File: src/rtl/nibble_gather_ctrl.sv
// Two-requester gather sequencer for the selector4 datapath: drives lane selects
// over two passes and reassembles the registered nibble output into a 32-bit word.
module nibble_gather_ctrl (
    input  logic        CLK,
    input  logic        RESET_L,
    input  logic [1:0]  req_valid,
    output logic [1:0]  req_ready,
    input  logic [31:0] req_map0,
    input  logic [31:0] req_map1,
    output logic [11:0] sl_sel_A,
    output logic [11:0] sl_sel_B,
    output logic [3:0]  sl_SEL,
    input  logic [15:0] NIBBLE_OUT,
    output logic [31:0] out_word,
    output logic        out_id,
    output logic        out_valid,
    input  logic        out_ready,
    output logic        busy
);

    localparam int unsigned LANES   = 4;
    localparam int unsigned ENTRY_W = 4;
    localparam int unsigned IDX_W   = 3;
    localparam int unsigned HALF_W  = LANES * ENTRY_W;

    typedef enum logic [2:0] {
        IDLE = 3'd0,
        LO   = 3'd1,
        HI   = 3'd2,
        CAP  = 3'd3,
        DONE = 3'd4
    } state_t;

    state_t              state_q, state_d;
    logic [31:0]         map_q;
    logic                id_q;
    logic                rr_q;
    logic                gnt_c;
    logic                hs_c;
    logic [HALF_W-1:0]   half_c;

    // Both requesting: round-robin pointer decides; otherwise the lone requester wins.
    assign gnt_c = (req_valid == 2'b11) ? rr_q : req_valid[1];
    assign hs_c  = (state_q == IDLE) && (|req_valid);

    always_ff @(posedge CLK or negedge RESET_L) begin
        if (!RESET_L) begin
            state_q <= IDLE;
        end else begin
            state_q <= state_d;
        end
    end

    always_comb begin
        state_d   = state_q;
        req_ready = 2'b00;
        busy      = 1'b1;
        out_valid = 1'b0;
        half_c    = '0;
        case (state_q)
            IDLE: begin
                busy = 1'b0;
                if (|req_valid) begin
                    req_ready = gnt_c ? 2'b10 : 2'b01;
                    state_d   = LO;
                end
            end
            LO: begin
                half_c  = map_q[HALF_W-1:0];
                state_d = HI;
            end
            HI: begin
                half_c  = map_q[2*HALF_W-1:HALF_W];
                state_d = CAP;
            end
            CAP: begin
                state_d = DONE;
            end
            DONE: begin
                out_valid = 1'b1;
                if (out_ready) begin
                    state_d = IDLE;
                end
            end
            default: begin
                state_d = IDLE;
            end
        endcase
    end

    // Lane selects are a pure decode of the active map half; zero outside LO/HI.
    always_comb begin
        sl_SEL   = '0;
        sl_sel_A = '0;
        sl_sel_B = '0;
        for (int i = 0; i < LANES; i++) begin
            sl_SEL[i]                = half_c[ENTRY_W*i + IDX_W];
            sl_sel_A[IDX_W*i +: IDX_W] = half_c[ENTRY_W*i +: IDX_W];
            sl_sel_B[IDX_W*i +: IDX_W] = half_c[ENTRY_W*i +: IDX_W];
        end
    end

    always_ff @(posedge CLK or negedge RESET_L) begin
        if (!RESET_L) begin
            map_q    <= '0;
            id_q     <= 1'b0;
            rr_q     <= 1'b0;
            out_word <= '0;
            out_id   <= 1'b0;
        end else begin
            if (hs_c) begin
                map_q <= gnt_c ? req_map1 : req_map0;
                id_q  <= gnt_c;
                rr_q  <= ~gnt_c;
            end
            // Selector output lags selects by one cycle: LO data lands in HI, HI data in CAP.
            if (state_q == HI) begin
                out_word[HALF_W-1:0] <= NIBBLE_OUT;
            end
            if (state_q == CAP) begin
                out_word[2*HALF_W-1:HALF_W] <= NIBBLE_OUT;
                out_id                      <= id_q;
            end
        end
    end

endmodule

File: config.mk
export PLATFORM = sky130hd
export DESIGN_NAME = nibble_gather_ctrl
export DESIGN_NICKNAME = d
export VERILOG_FILES = /design/src/rtl/nibble_gather_ctrl.sv
export SDC_FILE = /design/constraint.sdc
export NUM_CORES = 1
export LEC_CHECK = 0
export BUFFER_PORTS_ARGS = -buffer_cell sky130_fd_sc_hd__buf_2
export CAP_MARGIN = 20
export CORE_ASPECT_RATIO = 0.9
export CORE_UTILIZATION = 42
export CTS_CLUSTER_DIAMETER = 100
export CTS_CLUSTER_SIZE = 28
export DETAILED_ROUTE_END_ITERATION = 12
export GPL_TIMING_DRIVEN = 0
export PLACE_DENSITY = 0.76
export SKIP_CTS_REPAIR_TIMING = 1
export SYNTH_ARGS = -nofsm -noshare
export SYNTH_HDL_FRONTEND = slang
export SYNTH_SLANG_ARGS = --single-unit
File: constraint.sdc
create_clock -name CLK -period 1.5 [get_ports CLK]
set_input_delay 0.15 -clock CLK [delete_from_list [all_inputs] [get_ports CLK]]
set_output_delay 0.15 -clock CLK [all_outputs]
set_load 0.05 [all_outputs]
# After elaboration in Yosys (flattened, before gate mapping)
# Index checks and enable logic that the tools add are counted.
# word_totals
ff_bits	70
latchBits	0
ram_bits	0
rom_bits	0
inputBits	85
out_inout_bits	65
elab_cells	30
n_memories	0
# op_classes
add_sub_neg	0
multipliers	0
div_mod_pow	0
n_lt_le_gt_ge	0
eq_ne	7
shifts	0
mux	11
bitwise_logic	1
reduce_logical	4
# op_table
cell	n
32-bit 2-to-1 mux	1
16-bit one-hot mux with 2 select lines	1
3-bit one-hot mux with 5 select lines	1
3-bit by 2-bit == test with 1-bit output (second input constant)	2
2-bit 2-to-1 mux	3
3-bit 2-to-1 mux	2
3-bit by 1-bit == test with 1-bit output (second input constant)	1
3-bit == test (second input constant)	1
3-bit logical NOT	1
1-bit 2-to-1 mux	3
2-bit == test (second input constant)	1
2-bit by 1-bit != test with 1-bit output (second input constant)	1
2-bit != test (second input constant)	1
2-bit AND reduction	1
2-bit OR reduction	1
1-bit logical AND	1
1-bit NOT	1

# Longest topological paths before layout
# Gate-level depths: netlist of the first run.
# depth
ltp_word	5
depth_mapped	6
depth_no_buf	4

# Worst setup path before layout of the first run
# No wires, ideal clock.
# synth_path
kind	register to register
from	register state_q[1]
to	register id_q
setup_ns	0.071
arrival_time_ns	2.390
t_required_ns	1.429
setup_slack_ns	-0.961
path_stages_with_launch	6
n_path_buf	1
period_less_slack_ns	2.461
cell_sequence	dfrtp_1 -> nor3_2 -> inv_2 -> buf_2 -> nor3b_1 -> a21o_1
# synth_via
elab_chain_cells	2
# synth_lines
item	line_no	rtl
from (decl)	34	state_t state_q, state_d;
from (signal assigned)	50	state_q <= state_d;
3-bit logical NOT	44	assign hs_c = (state_q == IDLE) && (|req_valid);
1-bit logical AND	44	
to (signal assigned)	113	id_q <= gnt_c;
to (decl)	36	logic id_q;
# Every way passes these cells.
# A chain may end at the register's enable or synchronous reset.

# Final worst setup path of the first run
# layout_path
from	register state_q[1]
to	output port sl_sel_B[9]
# layout_via
elab_chain_cells	2
elab_cells_between_ends	3
classes_between	2 x eq/ne; 1 x mux
# layout_lines
item	line_no	rtl
3-bit by 2-bit == test with 1-bit output / 3-bit by 1-bit == test with 1-bit output (equally long branches)	60	case (state_q)
16-bit one-hot mux with 2 select lines *	60	
to (decl)	11	output logic [11:0] sl_sel_B,
# Every way passes the cells marked *; elsewhere a longest branch is shown, timed or not.

==> flow_summary.ini, run 1 <==
[placement]
dpl.hpwl_um = 6360
gp_congestion = 0.854
io_buffers = 148

[grt]
grt_usage_pct = 22.4
antenna_found_initial = 0
grt_pass1_vias = 2737
grt_max_degree = 71
grt_pass1_wl_um = 13600
overflow = 0

[critical_path]
cp_data_required_time_ns = 1.35
worst_ep_arrival_time_ns = 1.82
path_class = flip-flop to primary output
critPathMaxFanout = 6
startpoint = state_q[1]$_DFFE_PN0P_
r2r-end = map_q[22]$_DFFE_PN0P_
rrSetupSlack_ns = -0.20
rr_startpoint = state_q[2]$_DFFE_PN0P_
startpoint_type = flip-flop
crit_path_end_kind = primary output
crit_path_end = sl_sel_B[9]
reg2regPathDepth = 7

[drt]
ant_nets = 0
viasPerCell = 5.36
drt_pass1_iterations = 4
drtIter0Drc = 134
post_drt_wl_per_cell_um = 17.3
vias = 2938
drc = 0
drt-total-wl_um = 9490

[clocking]
cts_sinks = 70
ctsLongestPathBuffers = 2
htreeDepth = 3
insertion_delay_ns = 0.35
cts_made_buffers = 9
cts.clk_slew.worst_paths_ns = 0.08
clock-root-buffer = clkbuf_8
cts_tree = done

[final_layout]
fin_nets = 535
areaGrowthSynthToFinish_pct = 58.5
regArea_um2 = 1760
layout_common_cells = 120 x buf_2, 67 x dfrtp_1, 34 x nand2_1
drive_gt1_share_pct = 62.2
antenna_cells_inserted = 0
final_common_cell = buf_2
utilization_pct = 70.6
multi_input_area_um2 = 1430
final.fill_count = 546

[power]
p_switching_uw = 7070
p_clk_share_pct = 11.4
internal_power_uw = 8030
vdd_drop_max_mv = 1.64
p_seq_share_pct = 23.5
p_comb_share_pct = 65.1
leakagePower_uw = 0.00251
powerDensity_nw_per_um2 = 2960
sw_frac_of_total_pct = 46.8

[sta]
finalClockSkew_ns = 0.0116
hold_violations = 70
final.period_utilization_pct = 131
drv_slew = 0
maxSlewHeadroom_pct = 42.4
worst_pin_slew_ns = 0.864
whs_ns = -0.0783
rsz0062_at_grt = true
tns_ns = -15.64
setup_viol = 74
finalCriticalPeriod_ns = 1.97
layout_setup_ws_ns = -0.466
fmax_ghz = 0.509

[die]
die_w_um = 94.2
coreArea_um2 = 7220
start_util_pct = 44.5
fp-row-count = 29
dieHeight_um = 85.0
io_pins = 150
dieArea_um2 = 8010

[yosys]
synth_top_cell_by_area = dfrtp_1
synth.area.top_cells = dfrtp_1 54%, mux2_2 12%, a221o_1 10%
synth_seq_cells = 70
ys_warn_count = 0
syn_avg_cell_area_um2 = 11.9
synth_area_um2 = 3210
syn_nets = 354
synth.top_cell.area_share_pct = 54.5
yosysSeqAreaShare_pct = 54.5
netlist_instances = 269
synth_cell_types = 24

[run_status]
violations = negative hold slack, negative setup slack
status = finished with violations

[worst_hold_path]
hp-class = primary input to asynchronous set/reset pin

[job]
drv_cap = 0
==> cell usage after synthesis <==
library cell and instances:
a21o_1 2, a221o_1 32, a22o_1 16, and3_1 1
buf_2 9, buf_4 12, buf_6 4, clkbuf_1 10
dfrtp_1 70, inv_1 1, inv_2 1, mux2_2 33
nand2_1 34, nand3b_2 1, nor2_1 1, nor2b_1 1
nor3_1 34, nor3_2 1, nor3b_1 1, nor3b_2 1
nor3b_4 1, o21ai_0 1, o21ai_1 1, or2_2 1
==> power by group through the flow <==
stage / combinational, uW / sequential, uW / clock, uW
2_1_floorplan: 5030 / 5050 / 0
3_3_place_gp: 8100 / 3520 / 0
3_5_place_dp: 8230 / 3570 / 0
4_1_cts: 8230 / 3540 / 1750
5_1_grt: 10200 / 3670 / 1820
6_report: 9830 / 3550 / 1720
==> through the flow <==
stage	hold WS [ns]	setup slack (ns)	area [um2]	total power, uW	instances
final	-0.0783	-0.466	5100	15100	548
after global routing	-0.00333	-0.517	5100	15700	548
after CTS	-0.0509	-0.754	4560	13500	526
after detailed placement	0.325	-0.374	4330	11800	510
after global placement	0.351	-0.366	4330	11600	510
after floorplan	-0.146	-0.145	3470	10100	269
==> area by class of cell <==
class | count | share of cell area [%]
flip-flops and latches | 70 | 34.4
multi-input cells | 162 | 28.0
repair buffers | 174 | 24.6
plain buffers | 31 | 6.06
clock buffers | 11 | 2.77
well taps | 93 | 2.28
clock inverters | 5 | 1.62
inverters | 2 | 0.196
==> routing by layer <==
layer | wire length (um) | share of wire (%) | global-route usage (%) | vias to the layer above
met5 | 0 | 0 | 0 | -
met4 | 213 | 2.2 | 9.09 | 0
met3 | 760 | 8.0 | 4.48 | 21
met2 | 4620 | 49 | 36.0 | 153
met1 | 3890 | 41 | 29.7 | 1406
li1 | - | - | - | 1358
==> state kept, by name (all words and copies together) (netlist names) <==
signal,cells
id_q,1
out_word,32
map_q,32
out_id,1
state_q,3
rr_q,1
==> worst max-delay path, cell delays in order, from the launching register on <==
cell and delay [ns]:
dfrtp_2 0.48, nor3b_4 0.19, buf_4 0.14, buf_6 0.13
a22o_4 0.28, buf_8 0.12, buf_8 0.14
==> logic make-up after synthesis <==
kind of cell	count (synthesis)	synth area share [%]
and+or+nand+nor	77	11.8
DFF	70	54.5
AOI/OAI and AO/OA	52	15.1
buffers and inverters	37	7.01
muxes	33	11.6
==> worst min-delay path by stage <==
stage	startpoint	endpoint	cells past startpoint
2_1_floorplan	RESET_L	id_q$_DFFE_PN0P_	0
3_3_place_gp	out_ready	state_q[2]$_DFFE_PN0P_	2
3_5_place_dp	RESET_L	out_word[16]$_DFFE_PN0P_	1
4_1_cts	RESET_L	out_word[16]$_DFFE_PN0P_	1
5_1_grt	RESET_L	out_word[16]$_DFFE_PN0P_	1
6_report	RESET_L	out_word[0]$_DFFE_PN0N_	1
No activity file was read; power rests on OpenSTA's default activity.
==> run 2, diff against run 1 <==
--- a/config.mk
+++ b/config.mk
@@ -14,6 +14,7 @@
 export DETAILED_ROUTE_END_ITERATION = 12
 export GPL_TIMING_DRIVEN = 0
 export PLACE_DENSITY = 0.76
+export REMOVE_ABC_BUFFERS = 1
 export SKIP_CTS_REPAIR_TIMING = 1
 export SYNTH_ARGS = -nofsm -noshare
 export SYNTH_HDL_FRONTEND = slang
==> flow_summary.ini, run 2 (synthesis gave the netlist of run 1 again) <==
[run_status]
status = finished with violations
violations = negative setup slack

[drt]
met3WireLength_um = 823
drc = 0
routed.top_layer = met4
viasPerCell = 5.47
drt_pass1_iterations = 4
post_drt_wl_per_cell_um = 18.0
m1WireLength_um = 4190
dr_wl_met2_um = 4590
ant_nets = 0
vias = 2944
drtIter0Drc = 149
drt-total-wl_um = 9670

[grt]
antenna_found_initial = 0
grt_pass1_wl_um = 12600
overflow = 0
grt_pass1_vias = 2564
grt_max_degree = 71
grt_usage_pct = 20.6

[die]
start_util_pct = 44.5
dieArea_um2 = 8010
dieHeight_um = 85.0
die_w_um = 94.2
io_pins = 150
coreArea_um2 = 7220
fp-row-count = 29

[worst_hold_path]
min_to = map_q[25]$_DFFE_PN0P_
hold_depth = 2
hp-class = primary input to flip-flop
hp-start = req_map0[25]

[final_layout]
final_area_um2 = 4930
biggestRegsByFlops = map_q (32), out_word (32), state_q (3)
final_common_cell = buf_2
areaGrowthSynthToFinish_pct = 53.4
layout_common_cells = 116 x buf_2, 67 x dfrtp_1, 35 x buf_4
drive_gt1_share_pct = 60.0
fin_nets = 525
antenna_cells_inserted = 0

[critical_path]
crit_path_end_kind = primary output
rr_startpoint = state_q[2]$_DFFE_PN0P_
startpoint_type = flip-flop
critPathMaxFanout = 6
path_cells = nor3_4 > bufinv_16 > nor3b_4 > buf_6
r2r-end = map_q[1]$_DFFE_PN0P_
reg2regPathDepth = 4
worst_ep_arrival_time_ns = 1.76
rrSetupSlack_ns = -0.30
slowest_stage = dfrtp_2
cp_data_required_time_ns = 1.35
path_class = flip-flop to primary output
critPathMaxStageDelay_ns = 0.49

[clocking]
cts_made_buffers = 9
cts.clk_slew.worst_paths_ns = 0.08
clock-root-buffer = clkbuf_8
htreeDepth = 3
cts_sinks = 70
insertion_delay_ns = 0.35
ctsLongestPathBuffers = 2
cts_tree = done

[sta]
maxSlewHeadroom_pct = 40.2
fmax_ghz = 0.523
drv_slew = 0
layout_setup_ws_ns = -0.411
whs_ns = 0.0296
final.period_utilization_pct = 127
hold_violations = 0
rsz0062_at_grt = true
setup_viol = 98
worst_pin_slew_ns = 0.897
finalClockSkew_ns = 0.00828
finalCriticalPeriod_ns = 1.91

[power]
vdd_drop_max_mv = 1.54
leakagePower_uw = 0.00243
powerDensity_nw_per_um2 = 2950
p_total_uw = 14500

[placement]
gp_congestion = 0.722
pre_cts_ws_ns = -0.639
dpl.hpwl_um = 5590
io_buffers = 149
placed_cell_area_um2 = 3960

[job]
drv_cap = 0
-- run 2: cell count changes in the layout (fill, tap and decap cells not counted), sizes merged --
| cell | before | now |
|---|---|---|
| buf | 197 | 190 |
| clkbuf | 19 | 12 |
| clkinvlp | 0 | 2 |
| dlygate4sd3 | 0 | 2 |
| bufinv | 2 | 1 |
| inv | 2 | 3 |
-- run 2: worst max-delay path by stage --
stage	startpoint	endpoint	slack [ns]	cells after the start
6_report	state_q[2]$_DFFE_PN0P_	req_ready[1]	-0.41	4
5_1_grt	state_q[2]$_DFFE_PN0P_	req_ready[1]	-0.48	4
4_1_cts	state_q[1]$_DFFE_PN0P_	sl_sel_B[0]	-1.02	4
3_5_place_dp	state_q[1]$_DFFE_PN0P_	sl_sel_B[0]	-0.64	4
3_3_place_gp	rr_q$_DFFE_PN0P_	req_ready[1]	-1.40	3
2_1_floorplan	rr_q$_DFFE_PN0P_	id_q$_DFFE_PN0P_	-1.03	3
-- run 2: where the power goes --
part | switching, uW | leakage, uW | total (uW) | internal (uW)
registers | 680 | 0.000843 | 3540 | 2860
logic | 5650 | 0.00150 | 9580 | 3930
clock network | 764 | 0.0000889 | 1420 | 653
-- run 2: critical path, delay by kind of cell (launching register included) --
kind | cells | cell delay (ns)
and+or+nand+nor | 2 | 0.50
DFF | 1 | 0.49
buffers and inverters | 2 | 0.41
-- run 2: layout make-up --
cell class                      count  area (um2)
Fill cell                         506        2290
Clock buffer                       10         138
Timing Repair inverter              1        8.76
Sequential cell                    70        1760
Timing Repair Buffer              194        1410
Multi-Input combinational cell    162        1420
Tap cell                           93         116
Clock inverter                      6        46.3
Inverter                            2        33.8
-- run 2: routing by layer --
layer	vias to the layer above	global-route usage, %
li1	1339	-
met1	1450	26.2
met2	148	32.7
met3	7	8.51
met4	0	5.03
met5	-	0
-- run 2: stage by stage --
stage               std cells  utilization (%)  TNS, ns
finish                    538             68.3   -22.12
global route              538             68.3   -28.04
CTS                       497             57.4   -46.75
detailed placement        481             54.9   -35.15
global placement          476             53.4   -97.47
floorplan                 234                -   -48.05
==> run 3, diff against run 2 <==
--- a/config.mk
+++ b/config.mk
@@ -7,13 +7,15 @@
 export LEC_CHECK = 0
 export BUFFER_PORTS_ARGS = -buffer_cell sky130_fd_sc_hd__buf_2
 export CAP_MARGIN = 20
+export CELL_PAD_IN_SITES_DETAIL_PLACEMENT = 1
+export CELL_PAD_IN_SITES_GLOBAL_PLACEMENT = 1
 export CORE_ASPECT_RATIO = 0.9
-export CORE_UTILIZATION = 42
+export CORE_UTILIZATION = 32
 export CTS_CLUSTER_DIAMETER = 100
 export CTS_CLUSTER_SIZE = 28
 export DETAILED_ROUTE_END_ITERATION = 12
 export GPL_TIMING_DRIVEN = 0
-export PLACE_DENSITY = 0.76
+export PLACE_DENSITY_LB_ADDON = 0.1
 export REMOVE_ABC_BUFFERS = 1
 export SKIP_CTS_REPAIR_TIMING = 1
 export SYNTH_ARGS = -nofsm -noshare
==> flow_summary.ini, run 3 (synthesis gave the netlist of run 1 again) <==
[run_status]
violations = negative setup slack
status = finished with violations

[sta]
worst_pin_slew_ns = 0.772
drv_slew = 0
rsz0062_at_grt = true
maxSlewHeadroom_pct = 48.5
finalCriticalPeriod_ns = 2.03
final.period_utilization_pct = 135
layout_setup_ws_ns = -0.528
fmax_ghz = 0.493
setup_viol = 96
tns_ns = -23.95
finalClockSkew_ns = 0.0120
hold_violations = 0

[final_layout]
final_common_cell = buf_2
fin_nets = 530
drive_gt1_share_pct = 60.9
fin_cells = 576
biggestRegsByFlops = map_q (32), out_word (32), state_q (3)
areaGrowthSynthToFinish_pct = 65.4
layout_common_cells = 116 x buf_2, 67 x dfrtp_1, 34 x nand2_1
antenna_cells_inserted = 0

[die]
die_w_um = 108
coreArea_um2 = 9700
start_util_pct = 33.1
dieArea_um2 = 10500
io_pins = 150
fp-row-count = 34
dieHeight_um = 97.1

[drt]
vias = 2927
drc = 0
drtIter0Drc = 111
viasPerCell = 5.08
ant_nets = 0
drt-total-wl_um = 11000
post_drt_wl_per_cell_um = 19.1
drt_pass1_iterations = 4

[placement]
gp_congestion = 0.706
pre_cts_ws_ns = -0.699
io_buffers = 149
dpl.hpwl_um = 6010
dpl.cell_count = 515

[power]
leakagePower_uw = 0.00258
powerDensity_nw_per_um2 = 2990
vdd_drop_max_mv = 1.43

[critical_path]
worst_ep_arrival_time_ns = 1.88
crit_path_frequent_cell = buf_6
path_buf_inv = 5
slowest_stage = dfrtp_2
crit_path_end_kind = primary output
critPathMaxFanout = 6
crit_family = buffers and inverters
path_class = flip-flop to primary output
critPathMaxStageDelay_ns = 0.49
path_cells = buf_6 > nor3b_4 > buf_6 > buf_8 > buf_6 > a22o_4 > buf_8
startpoint_type = flip-flop
cp_data_required_time_ns = 1.35

[grt]
grt_pass1_vias = 2804
grt_util_met3_pct = 5.63
grt_max_degree = 69
antenna_found_initial = 0
grt_usage_pct = 18.9
grt_use_met2_pct = 27.0
grtUsageMet1_pct = 26.8
grt_pass1_wl_um = 15000
overflow = 0
grt.busiest_layer = met2

[clocking]
cts_made_buffers = 9
cts_sinks = 70
htreeDepth = 3
insertion_delay_ns = 0.35
ctsLongestPathBuffers = 2
cts_tree = done
cts.clk_slew.worst_paths_ns = 0.09
clock-root-buffer = clkbuf_8

[worst_hold_path]
hp-class = primary input to flip-flop

[job]
drv_cap = 0
## run 3: cell count changes in the layout (fill, tap and decap cells not counted), sizes merged
cell,before,now
clkinvlp,2,0
buf,190,191
nor2b,1,2
o21ai,2,3
clkbuf,12,14
bufinv,1,3
## run 3: layout make-up
type	count	area [um2]
clock buffer	10	128
fill	1024	4380
timing repair inverter	1	8.76
inverter	2	33.8
sequential	70	1760
tap	126	158
multi-input combinational	164	1500
timing repair buffer	197	1640
clock inverter	6	95.1
## run 3: through the flow
step | instance area [um2] | utilization, % | hold WS, ns | total power, uW
global placement | 3900 | 40.2 | 0.365 | 10500
finish | 5320 | 54.8 | 0.0251 | 15900
global route | 5320 | 54.8 | 0.0131 | 16700
CTS | 4290 | 44.2 | -0.440 | 12800
floorplan | 3000 | - | -0.146 | 8790
detailed placement | 4060 | 41.9 | -0.0464 | 11000
## run 3: power breakdown
group          internal (uW)  switching [uW]  leakage, uW
Combinational           4670            5940      0.00162
Clock                    952             796     0.000111
Sequential              2860             673     0.000843
Total                   8480            7410      0.00258
## run 3: path summary, 6_finish.rpt
kind	start	end	slack [ns]	cells past startpoint
setup / recovery	state_q[2]$_DFFE_PN0P_	sl_sel_B[5]	-0.53	7
hold / removal	req_map0[5]	map_q[5]$_DFFE_PN0P_	0.03	2
setup reg to reg	state_q[2]$_DFFE_PN0P_	out_word[5]$_DFFE_PN0N_	-0.33	7
hold reg to reg	id_q$_DFFE_PN0P_	id_q$_DFFE_PN0P_	0.48	1
max in group asynchronous	RESET_L	out_word[15]$_DFFE_PN0N_	0.81	3
min in group asynchronous	RESET_L	out_word[17]$_DFFE_PN0P_	0.15	2
## run 3: layer usage
layer	up-vias	wire, um
met2	121	4920
met3	10	838
met4	0	138
li1	1356	-
met1	1440	5080
met5	-	0
